`src/rtl/ex_stage_muldiv.sv`:
```
// ex_stage_muldiv: execute stage of the 16-bit RISC pipeline.
//   Single-cycle ALU ops register their result on the accepting edge (latency 1).
//   MUL / DIVU / REMU run on a WIDTH-step sequential engine. While that engine
//   is busy, 'stall' holds the front of the pipe.
// Ports:
//   clk, rst_n                    clock, async active-low reset
//   flush                         kills the accepting / in-flight instruction
//   in_valid, alu_op, alu_src,    ID/EX control
//   reg_dst
//   addr_in, read_data_1_in,      ID/EX data
//   read_data_2_in,
//   sign_extended_immediate_in,
//   rt_in, rd_in, hit_in
//   stall                         combinational hold request to upstream
//   out_valid, alu_result_out,    EX/MEM fields (hold value when out_valid = 0)
//   store_data_out, write_reg_out,
//   addr_out, hit_out, zero_out
module ex_stage_muldiv #(
  parameter int unsigned WIDTH = 16,
  parameter int unsigned RW    = 3
) (
  input  logic             clk,
  input  logic             rst_n,
  input  logic             flush,
  input  logic             in_valid,
  input  logic [3:0]       alu_op,
  input  logic             alu_src,
  input  logic             reg_dst,
  input  logic [WIDTH-1:0] addr_in,
  input  logic [WIDTH-1:0] read_data_1_in,
  input  logic [WIDTH-1:0] read_data_2_in,
  input  logic [WIDTH-1:0] sign_extended_immediate_in,
  input  logic [RW-1:0]    rt_in,
  input  logic [RW-1:0]    rd_in,
  input  logic             hit_in,
  output logic             stall,
  output logic             out_valid,
  output logic [WIDTH-1:0] alu_result_out,
  output logic [WIDTH-1:0] store_data_out,
  output logic [RW-1:0]    write_reg_out,
  output logic [WIDTH-1:0] addr_out,
  output logic             hit_out,
  output logic             zero_out
);

  localparam int unsigned CW = (WIDTH > 1) ? $clog2(WIDTH) : 1;
  localparam logic [CW-1:0] CNT_LAST = CW'(WIDTH - 1);

  localparam logic [3:0] OP_ADD  = 4'd0;
  localparam logic [3:0] OP_SUB  = 4'd1;
  localparam logic [3:0] OP_AND  = 4'd2;
  localparam logic [3:0] OP_OR   = 4'd3;
  localparam logic [3:0] OP_XOR  = 4'd4;
  localparam logic [3:0] OP_SLT  = 4'd5;
  localparam logic [3:0] OP_SLL  = 4'd6;
  localparam logic [3:0] OP_SRL  = 4'd7;
  localparam logic [3:0] OP_SRA  = 4'd8;
  localparam logic [3:0] OP_MUL  = 4'd9;
  localparam logic [3:0] OP_DIVU = 4'd10;
  localparam logic [3:0] OP_REMU = 4'd11;

  typedef enum logic {IDLE, ITER} state_t;

  state_t          state_q;
  logic [CW-1:0]   cnt_q;
  logic [3:0]      op_q;
  // Engine registers. MUL: acc = partial product, a = shifted multiplicand,
  // b = shifted multiplier. DIV: acc = partial remainder, a = dividend
  // shifting out / quotient shifting in, b = divisor.
  logic [WIDTH-1:0] acc_q, a_q, b_q;
  // Side-band fields captured at acceptance for the multi-cycle result.
  logic [WIDTH-1:0] sd_q, addr_q;
  logic [RW-1:0]    wr_q;
  logic             hit_q;

  logic [WIDTH-1:0] op_b;
  logic [RW-1:0]    wr_sel;
  logic             is_md, accept;
  logic [WIDTH-1:0] result_d;
  logic [WIDTH-1:0] acc_d, a_d, b_d, md_result_d;
  logic [WIDTH:0]   r_shift, r_diff;
  logic             r_ge;

  assign op_b   = alu_src ? sign_extended_immediate_in : read_data_2_in;
  assign wr_sel = reg_dst ? rd_in : rt_in;
  assign is_md  = (alu_op == OP_MUL) || (alu_op == OP_DIVU) || (alu_op == OP_REMU);
  assign accept = (state_q == IDLE) && in_valid && !flush;

  // Gated with rst_n so stall reads 0 during reset even with a muldiv op presented.
  assign stall = rst_n && ((accept && is_md) ||
                           ((state_q == ITER) && !flush && (cnt_q != CNT_LAST)));

  always_comb begin
    result_d = '0;
    case (alu_op)
      OP_ADD:  result_d = read_data_1_in + op_b;
      OP_SUB:  result_d = read_data_1_in - op_b;
      OP_AND:  result_d = read_data_1_in & op_b;
      OP_OR:   result_d = read_data_1_in | op_b;
      OP_XOR:  result_d = read_data_1_in ^ op_b;
      OP_SLT:  result_d = {{(WIDTH-1){1'b0}}, ($signed(read_data_1_in) < $signed(op_b))};
      OP_SLL:  result_d = read_data_1_in << op_b[3:0];
      OP_SRL:  result_d = read_data_1_in >> op_b[3:0];
      OP_SRA:  result_d = $unsigned($signed(read_data_1_in) >>> op_b[3:0]);
      default: result_d = op_b;
    endcase
  end

  // One engine step. Restoring division: shift the next dividend bit into the
  // remainder and subtract the divisor when it fits. A zero divisor always
  // fits, which yields quotient all-ones and remainder = dividend for free.
  always_comb begin
    r_shift     = {acc_q, a_q[WIDTH-1]};
    r_diff      = r_shift - {1'b0, b_q};
    r_ge        = !r_diff[WIDTH];
    acc_d       = acc_q;
    a_d         = a_q;
    b_d         = b_q;
    md_result_d = '0;
    if (op_q == OP_MUL) begin
      acc_d       = b_q[0] ? (acc_q + a_q) : acc_q;
      a_d         = a_q << 1;
      b_d         = b_q >> 1;
      md_result_d = acc_d;
    end else begin
      acc_d       = r_ge ? r_diff[WIDTH-1:0] : r_shift[WIDTH-1:0];
      a_d         = {a_q[WIDTH-2:0], r_ge};
      md_result_d = (op_q == OP_DIVU) ? a_d : acc_d;
    end
  end

  always_ff @(posedge clk or negedge rst_n) begin
    if (!rst_n) begin
      state_q        <= IDLE;
      cnt_q          <= '0;
      op_q           <= '0;
      acc_q          <= '0;
      a_q            <= '0;
      b_q            <= '0;
      sd_q           <= '0;
      addr_q         <= '0;
      wr_q           <= '0;
      hit_q          <= 1'b0;
      out_valid      <= 1'b0;
      alu_result_out <= '0;
      store_data_out <= '0;
      write_reg_out  <= '0;
      addr_out       <= '0;
      hit_out        <= 1'b0;
      zero_out       <= 1'b0;
    end else begin
      out_valid <= 1'b0;
      case (state_q)
        IDLE: begin
          if (accept) begin
            if (is_md) begin
              op_q    <= alu_op;
              acc_q   <= '0;
              a_q     <= read_data_1_in;
              b_q     <= op_b;
              sd_q    <= read_data_2_in;
              addr_q  <= addr_in;
              wr_q    <= wr_sel;
              hit_q   <= hit_in;
              cnt_q   <= '0;
              state_q <= ITER;
            end else begin
              out_valid      <= 1'b1;
              alu_result_out <= result_d;
              store_data_out <= read_data_2_in;
              write_reg_out  <= wr_sel;
              addr_out       <= addr_in;
              hit_out        <= hit_in;
              zero_out       <= (result_d == '0);
            end
          end
        end
        ITER: begin
          if (flush) begin
            cnt_q   <= '0;
            state_q <= IDLE;
          end else begin
            acc_q <= acc_d;
            a_q   <= a_d;
            b_q   <= b_d;
            if (cnt_q == CNT_LAST) begin
              cnt_q          <= '0;
              state_q        <= IDLE;
              out_valid      <= 1'b1;
              alu_result_out <= md_result_d;
              store_data_out <= sd_q;
              write_reg_out  <= wr_q;
              addr_out       <= addr_q;
              hit_out        <= hit_q;
              zero_out       <= (md_result_d == '0);
            end else begin
              cnt_q <= cnt_q + CW'(1);
            end
          end
        end
        default: state_q <= IDLE;
      endcase
    end
  end

endmodule
```
`config.mk`:
```
export PLATFORM = sky130hd
export DESIGN_NAME = ex_stage_muldiv
export DESIGN_NICKNAME = d
export VERILOG_FILES = /design/src/rtl/ex_stage_muldiv.sv
export SDC_FILE = /design/constraint.sdc
export NUM_CORES = 1
export LEC_CHECK = 0
export CAP_MARGIN = 30
export CORE_ASPECT_RATIO = 1.1
export CORE_MARGIN = 5
export CORE_UTILIZATION = 40
export CTS_CLUSTER_DIAMETER = 60
export DETAILED_ROUTE_END_ITERATION = 6
export GPL_TIMING_DRIVEN = 0
export PLACE_DENSITY_LB_ADDON = 0.12
export SLEW_MARGIN = 15
export SYNTH_ARGS = -nofsm -noshare
export SYNTH_HDL_FRONTEND = slang
export SYNTH_SLANG_ARGS = --single-unit
```
`constraint.sdc`:
```
create_clock -name clk -period 7 [get_ports clk]
set_input_delay 0.7 -clock clk [delete_from_list [all_inputs] [get_ports clk]]
set_output_delay 0.7 -clock clk [all_outputs]
set_load 0.05 [all_outputs]
```
After elaboration in Yosys (flattened, before gate mapping). Cells that the tools add are included.

Bits in registers: 147. Input port bits: 81. Logic and storage cells: 137. Output and inout bits: 55.

Equal/unequal tests: 21. Shifts and indexed selects: 3. Bitwise gates (word level): 4. Magnitude comparators: 1. $add $sub $neg: 5. Multiplexer cells: 67. Reductions and logical operators: 19.

Operators with widths (count): $mux 16 (28); $pmux 16 s2 (6); $pmux 16 s9 (1); $add 16x16->16 (2); $logic_not 16->1 (2); $eq 4x4->1 const B (7); $mux 1 (17); $sub 17x16->17 (1); $and 16x16->16 (1); $eq 4x3->1 const B (4); $lt 16x16->1 (1); $mux 4 (4); $or 16x16->16 (1); $shl 16x4->16 (1); $shr 16x4->16 (1); $sshr 16x4->16 (1); $sub 16x16->16 (1); $xor 16x16->16 (1); $mux 3 (5); $eq 4x2->1 const B (2); $ne 2x2->1 const B (4); $pmux 1 s2 (4); $pmux 4 s2 (1); $reduce_and 4->1 (2); other kinds (12) (22).

Depth between registers and ports, before layout. Gate-level depths: netlist of the first run.

Depth in word-level cells: 8. Mapped depth: 19. Gate-level depth less buffers: 15.

Least setup slack after synthesis of the first run. OpenSTA, ideal clock, no wires.

Path kind: input to register. Start point: in alu_src. End point: reg zero_out. Required time: 6.905 ns. Path slack: 2.413 ns. Arrival: 4.492 ns. Stages on the path: 19. Cell sequence: buf_6 -> mux2i_4 -> inv_2 -> buf_2 -> buf_4 -> buf_2 -> ha_1 -> fa_1 -> nor3_1 -> nor3_1 -> o31ai_1 -> o22ai_1 -> mux2_2 -> o41ai_1 -> o21ai_1 -> nor4b_1 -> and4bb_1 -> a32oi_1 -> o31ai_1.

Cells in the longest elaborated chain, start to end: 7. Elaborated cells on any way between the ends: 15.

RTL lines: start: declaration (line 27) `input logic alu_src,`; $mux 16 (*) (line 84) `assign op_b = alu_src ? sign_extended_immediate_in : read_data_2_in;`; $sub 16x16->16 (tied with other cells) (line 97) `OP_SUB: result_d = read_data_1_in - op_b;`; $pmux 16 s9 (*) (line 95) `case (alu_op)`; $logic_not 16->1 (*) (line 174) `zero_out <= (result_d == '0);`; $mux 1 (*) (line 156) `if (is_md) begin`; $mux 1 (*) (line 155) `if (accept) begin`; $pmux 1 s2 (*) (line 153) `case (state_q)`; end signal: assignment (line 174); end signal: assignment (line 195) `zero_out <= (md_result_d == '0);`; end: declaration (line 43) `output logic zero_out`.

Mark *: on every way between the ends. The rest lies on a longest branch, timed or not. The select of a mux whose other input is x is not followed. A chain may end at the register's enable or synchronous reset.

Worst setup path after layout of the first run.
Start point: in read_data_2_in[2]. End point: reg zero_out.

Cells in the longest elaborated chain, start to end: 7. Elaborated cells on any way between the ends: 15.

RTL lines: start: declaration (line 31) `input logic [WIDTH-1:0] read_data_2_in,`; $mux 16 (*) (line 84); $sub 16x16->16 (tied with other cells) (line 97); $pmux 16 s9 (*) (line 95); $logic_not 16->1 (*) (line 174); $mux 1 (*) (line 156); $mux 1 (*) (line 155); $pmux 1 s2 (*) (line 153).

Marks and branches as above.

==> results.ini, run 1 <==
[status]
outcome = complete, no violations

[power_and_ir_drop]
p_leak_nw = 6.61
ir_drop_mv = 0.154
switching_share_pct = 47.8
p_switching_w = 0.00239
p_clk_share_pct = 19.2
combPwrFrac_pct = 55.5
power.internal_w = 0.00261
finalPower_w = 0.00499
p_seq_share_pct = 25.4
p_per_area_nw_per_um2 = 319

[routing]
first_iter_violations = 1327
drc = 0
viasPerCell = 6.09
via_count = 13300
postRouteAntennaNets = 0
first_pass_iters = 6
drt-wirelength-per-cell_um = 24.8
drt_wl_total_mm = 54.2

[synthesis]
ys_types = 86
async_reset_ff_share_pct = 100
synthTopCellsByArea = dfrtp_1, mux2i_1, ha_1
ys_seq_elements = 147
yosysTopAreaCell = dfrtp_1
syn_area_per_cell_um2 = 8.24
syn-cell-area_um2 = 13100
synth_edf_count = 0
synthTopCellsByCount = nand2_1, o21ai_0, dfrtp_1
syn-num-nets = 1757
yosysMostFrequentCell = nand2_1
yosysSeqAreaShare_pct = 28.1
synth_warnings = 0
synth_top_area_share_pct = 28.1
synth-main-ff-cell = dfrtp_1
synthCells = 1590

[global_route]
grt_pass1_vias = 12900
gr-max-usage-layer = met2
grtUsageTotal_pct = 29.1
grt_pass1_wl_mm = 81.7
global_route.usage.met3_pct = 7.05
grtUsageMet1_pct = 41.1
antenna_found_initial = 0
overflow = 0
use_met2_pct = 44.4
grt_max_degree = 91

[clock_network]
cts_root_buf = clkbuf_16
clk_pin_slew_worst_paths_ns = 0.08
cts-resized-gates = 0
cts_num_sinks = 147
cts_max_level = 4
cts_hold_buf = 0
cts_tree = yes
clkLatencyLatePin_ns = 0.43
cts_made_buffers = 17
post_cts_buffers = 0
clockBufferDepth = 2

[final_layout]
fin_util_pct = 48.4
drive_gt1_share_pct = 8.12
fin_nets = 1915
area_delta_synth_final_pct = 19.6
insertedDiodeCount = 0

[timing]
rsz0062_at_grt = false
postLayoutSetupSlackWorst_ns = 1.22
tns_ns = 0
slew_headroom_pct = 24.0
finalMaxSlewViolations = 0
skew_ns = 0.0150
worstMarginPinSlew_ns = 1.11
setup-violations-final = 0
final.min_clock_period_ns = 5.78
holdWs_ns = 0.190
final-hold-violation-count = 0
max_clock_freq_mhz = 173
post-route-period-util_pct = 82.6

[placed_design]
globalplace.congestion = 1.00
port_buffers = 132
pre_cts_ws_ns = 0.858
detailed_place_hpwl_mm = 42.1

[floorplanning]
die_y_um = 200
ios = 136
die_w_um = 183
dieArea_um2 = 36500
row_count = 69
start_util_pct = 40.5
core_um2 = 32400

[worst_setup_path]
path_class = in2reg
crit_required_ns = 7.33
cp-end-kind = register
critical_path.startpoint_type = primary input
arrival_ns = 6.11
cp_max_fo = 11

[min_path]
hp-class = in2async

[run]
cap_viol_max_count = 0

-- cells in the final DEF (no fill, tap or decap), types with 9 or more instances in the layout --
master / count
nand4_1: 11
mux2i_1: 133
and2_1: 10
clkbuf_16: 17
nand2b_1: 9
nor2b_1: 19
nor2_1: 126
o22ai_1: 15
nand2_1: 175
mux2_2: 42
inv_1: 67
nand3_1: 27
buf_2: 21
xnor2_1: 24
a21oi_1: 108
a22oi_1: 10
a211oi_1: 32
o21ai_0: 160
o31ai_1: 9
a21o_1: 16
nor3_1: 39
o21a_1: 11
clkdlybuf4s50_1: 131
a31oi_1: 17
dfrtp_1: 147
clkbuf_1: 77
xor2_1: 9
ha_1: 82
o211ai_1: 17
-- worst max-delay path, cell delays in order --
cell and delay [ns]:
clkdlybuf4s50_1 0.48, mux2i_1 0.65, buf_2 0.38, buf_1 0.59
ha_1 0.36, buf_2 0.18, nor3_1 0.34, o31ai_1 0.18
a211oi_1 0.46, o41ai_1 0.27, nor3_1 0.28, a21o_1 0.17
o21ai_0 0.16, or3_1 0.43, and4bb_1 0.25, a32oi_1 0.11
o31ai_1 0.12
-- registers in the layout, summed over array words and instances (netlist names), 4 cells and up --
signal / count
a_q: 16
acc_q: 16
addr_out: 16
addr_q: 16
alu_result_out: 16
b_q: 16
cnt_q: 4
op_q: 4
sd_q: 16
store_data_out: 16
-- power groups by stage --
stage | registers [W] | logic, W | clock network [W]
after global placement | 0.00127 | 0.00270 | 0
final | 0.00127 | 0.00277 | 0.000957
after floorplan | 0.00143 | 0.00170 | 0
after CTS | 0.00126 | 0.00273 | 0.000971
after global routing | 0.00129 | 0.00301 | 0.00100
after detailed placement | 0.00128 | 0.00271 | 0
-- logic make-up after synthesis --
kind of cell               count (synthesis)  synth area share [%]
and+or+nand+nor                          468                  16.7
xor gates and xnor gates                  33                  2.21
adders and majority gates                 86                  8.44
muxes                                    181                  14.7
DFF                                      147                  28.1
buffers and inverters                    179                  5.65
AOI/OAI and AO/OA                        496                  24.2
-- final cells by class --
cell class	count	area, um^2
fill	3233	16700
multi-input combinational	1264	8690
sequential	147	3680
timing repair buffer	139	1400
tap	426	533
buffer	110	479
clock buffer	17	425
inverter	69	262
clock inverter	15	199
-- per-stage QoR --
stage,std cells,instance area [um^2]
6_report,2187,15700
5_1_grt,2187,15700
2_1_floorplan,1590,13100
3_3_place_gp,2148,15000
4_1_cts,2187,15700
3_5_place_dp,2155,15000
-- per-layer routing --
layer / vias up / wire, um
met1: 6474 / 23800
met5: - / 0
met4: 0 / 1650
li1: 6135 / -
met2: 626 / 23600
met3: 78 / 5060
-- path summary, 6_finish.rpt --
kind,start,to,slack [ns],depth (start not counted)
min,rst_n,a_q[7],0.19,1
max in group asynchronous,rst_n,alu_result_out[4],5.98,2
min in group clk,op_q[3],op_q[3],0.47,1
min reg2reg,op_q[3],op_q[3],0.47,1
max,read_data_2_in[2],zero_out,1.22,17
max reg2reg,a_q[15],alu_result_out[9],2.15,17
Note: power is estimated with default switching activity, not from simulation.
==> run 2, diff against run 1 <==
- clock period: 7 -> 6.05 ns (I/O delays scaled with it)
==> results of run 2 <==
The final DEF is identical to that of run 1. Status: complete, no violations.
Among the figures that moved: setup slack after placement 0.858 ns -> 0.00298 ns; setup slack after layout 1.22 ns -> 0.365 ns; hold slack 0.190 ns -> 0.0947 ns; register-to-register setup slack 2.15 ns -> 1.20 ns; total power 0.00499 W -> 0.00578 W; worst IR drop on VDD 0.154 mV -> 0.178 mV
==> run 3, diff against run 2 <==
- CAP_MARGIN: 30 -> 20
- SKIP_LAST_GASP: default -> 1
==> run 3 against run 2 <==
Utilization is 0.10 points lower. Clock-buffer cell count unchanged. Routed wire length is essentially flat. Final area down 0.21%. Sequential power about the same. Critical endpoint unchanged. Largest power group unchanged. Combinational power barely moved. Critical path type unchanged. Final cell count is 0.23% lower. Flip-flop and latch count stayed put.
==> results.ini, run 3 (synthesis gave the netlist of run 1 again) <==
[status]
outcome = complete, no violations

[global_route]
grtUsageMet1_pct = 41.1
global_route.usage.met3_pct = 7.00
gr-max-usage-layer = met2
use_met2_pct = 43.9
grt_pass1_vias = 12900
antenna_found_initial = 1
overflow = 0
grtUsageTotal_pct = 29.2
grt_pass1_wl_mm = 81.5
grt_max_degree = 91

[placed_design]
detailed_place_hpwl_mm = 42.0
pre_cts_ws_ns = -0.254
globalplace.congestion = 1.00
port_buffers = 132

[power_and_ir_drop]
p_per_area_nw_per_um2 = 370
finalPower_w = 0.00578
ir_drop_mv = 0.176
p_leak_nw = 6.59

[timing]
slew_headroom_pct = 18.9
skew_ns = 0.0206
finalMaxSlewViolations = 0
worstMarginPinSlew_ns = 1.21
rsz0062_at_grt = false
max_clock_freq_mhz = 172
final-hold-violation-count = 0
postLayoutSetupSlackWorst_ns = 0.229
setup-violations-final = 0
final.min_clock_period_ns = 5.82
post-route-period-util_pct = 96.2

[final_layout]
fin_util_pct = 48.3
layout_common_cells = nand2_1, o21ai_0, dfrtp_1
insertedDiodeCount = 0
fin_nets = 1910
area_delta_synth_final_pct = 19.3
final_common_cell = nand2_1
drive_gt1_share_pct = 7.92

[clock_network]
cts_max_level = 4
cts_num_sinks = 147
cts_root_buf = clkbuf_16
cts_made_buffers = 17
clk_pin_slew_worst_paths_ns = 0.08
clkLatencyLatePin_ns = 0.44
cts_tree = yes
clockBufferDepth = 2
cts_hold_buf = 0

[worst_setup_path]
cp-end-kind = register
startpoint = read_data_2_in[3]
cpPeakStageDelay_ns = 0.92
crit_required_ns = 6.37
crit_chain = clkdlybuf4s50_1, mux2i_2, clkbuf_1, clkbuf_1, ha_1, buf_2, nor3_1, o31ai_1, a211oi_1, o41ai_1, nor3_1, a21o_1, o21ai_0, or3_1, and4bb_1, a32oi_1, o31ai_1
crit_slowest_cell = o41ai_1
critical-path-top-delay-family = compound AO/OA/AOI/OAI gates
arrival_ns = 6.14
critical_path.startpoint_type = primary input
path_class = in2reg
cp_max_fo = 11
cp.buffers_inverters = 4
r2r-start = a_q[15]

[routing]
drc = 0
first_pass_iters = 5
postRouteAntennaNets = 0
viasPerCell = 6.06
drt_wl_total_mm = 54.2
first_iter_violations = 1178
via_count = 13200
drt-wirelength-per-cell_um = 24.8

[min_path]
hp-class = in2async

[floorplanning]
core_um2 = 32400
start_util_pct = 40.5
dieArea_um2 = 36500
ios = 136
die_w_um = 183
die_y_um = 200
row_count = 69

[run]
cap_viol_max_count = 0

run 3: worst register-to-register path: cells and delay by family, from the launching register on:
family | cells | cell delay (ns)
compound gates | 4 | 1.31
simple gates | 5 | 1.17
buf+inv | 5 | 1.00
fa+ha+maj | 2 | 0.64
flops | 1 | 0.36
mux | 1 | 0.28
run 3: layout make-up:
class	count	area [um^2]
Clock buffer	17	425
Inverter	69	262
Timing Repair Buffer	134	1360
Fill cell	3256	16700
Clock inverter	15	204
Multi-Input combinational cell	1264	8700
Buffer	110	479
Tap cell	426	533
Sequential cell	147	3680
run 3: layer usage:
| metal | up-vias | part of all wire, % |
|---|---|---|
| met3 | 103 | 8.4 |
| met1 | 6423 | 45 |
| met2 | 546 | 43 |
| met5 | - | 0.033 |
| li1 | 6140 | - |
| met4 | 2 | 3.5 |
run 3: final timing paths:
check                      slack (ns)                 end  cells after the start
setup / recovery                 0.23            zero_out                     17
hold / removal                   0.09              a_q[7]                      1
setup reg to reg                 1.21            zero_out                     17
hold reg to reg                  0.47             op_q[3]                      1
max in group asynchronous        5.09  alu_result_out[15]                      2
min in group clk                 0.47             op_q[3]                      1
run 3: per-stage QoR:
step,instance area (um^2),hold WS (ns),std cells,TNS [ns]
final,15600,0.0885,2182,0
after global routing,15600,0.120,2182,0
after CTS,15600,0.0992,2182,0
after detailed placement,15000,0.447,2150,-0.359
after global placement,15000,0.447,2148,-291.75
after floorplan,13100,0.309,1590,0
run 3: power by group:
part           switching [W]  internal, W  total [W]
combinational        0.00199      0.00122    0.00321
sequential          0.000239      0.00123    0.00147
clock               0.000542     0.000568    0.00111
total                0.00277      0.00302    0.00578
run 3: timing repair:
item	CTS	global route
endpoints found under the setup margin	0	2
gates resized for setup	0	1
buffers inserted	0	0
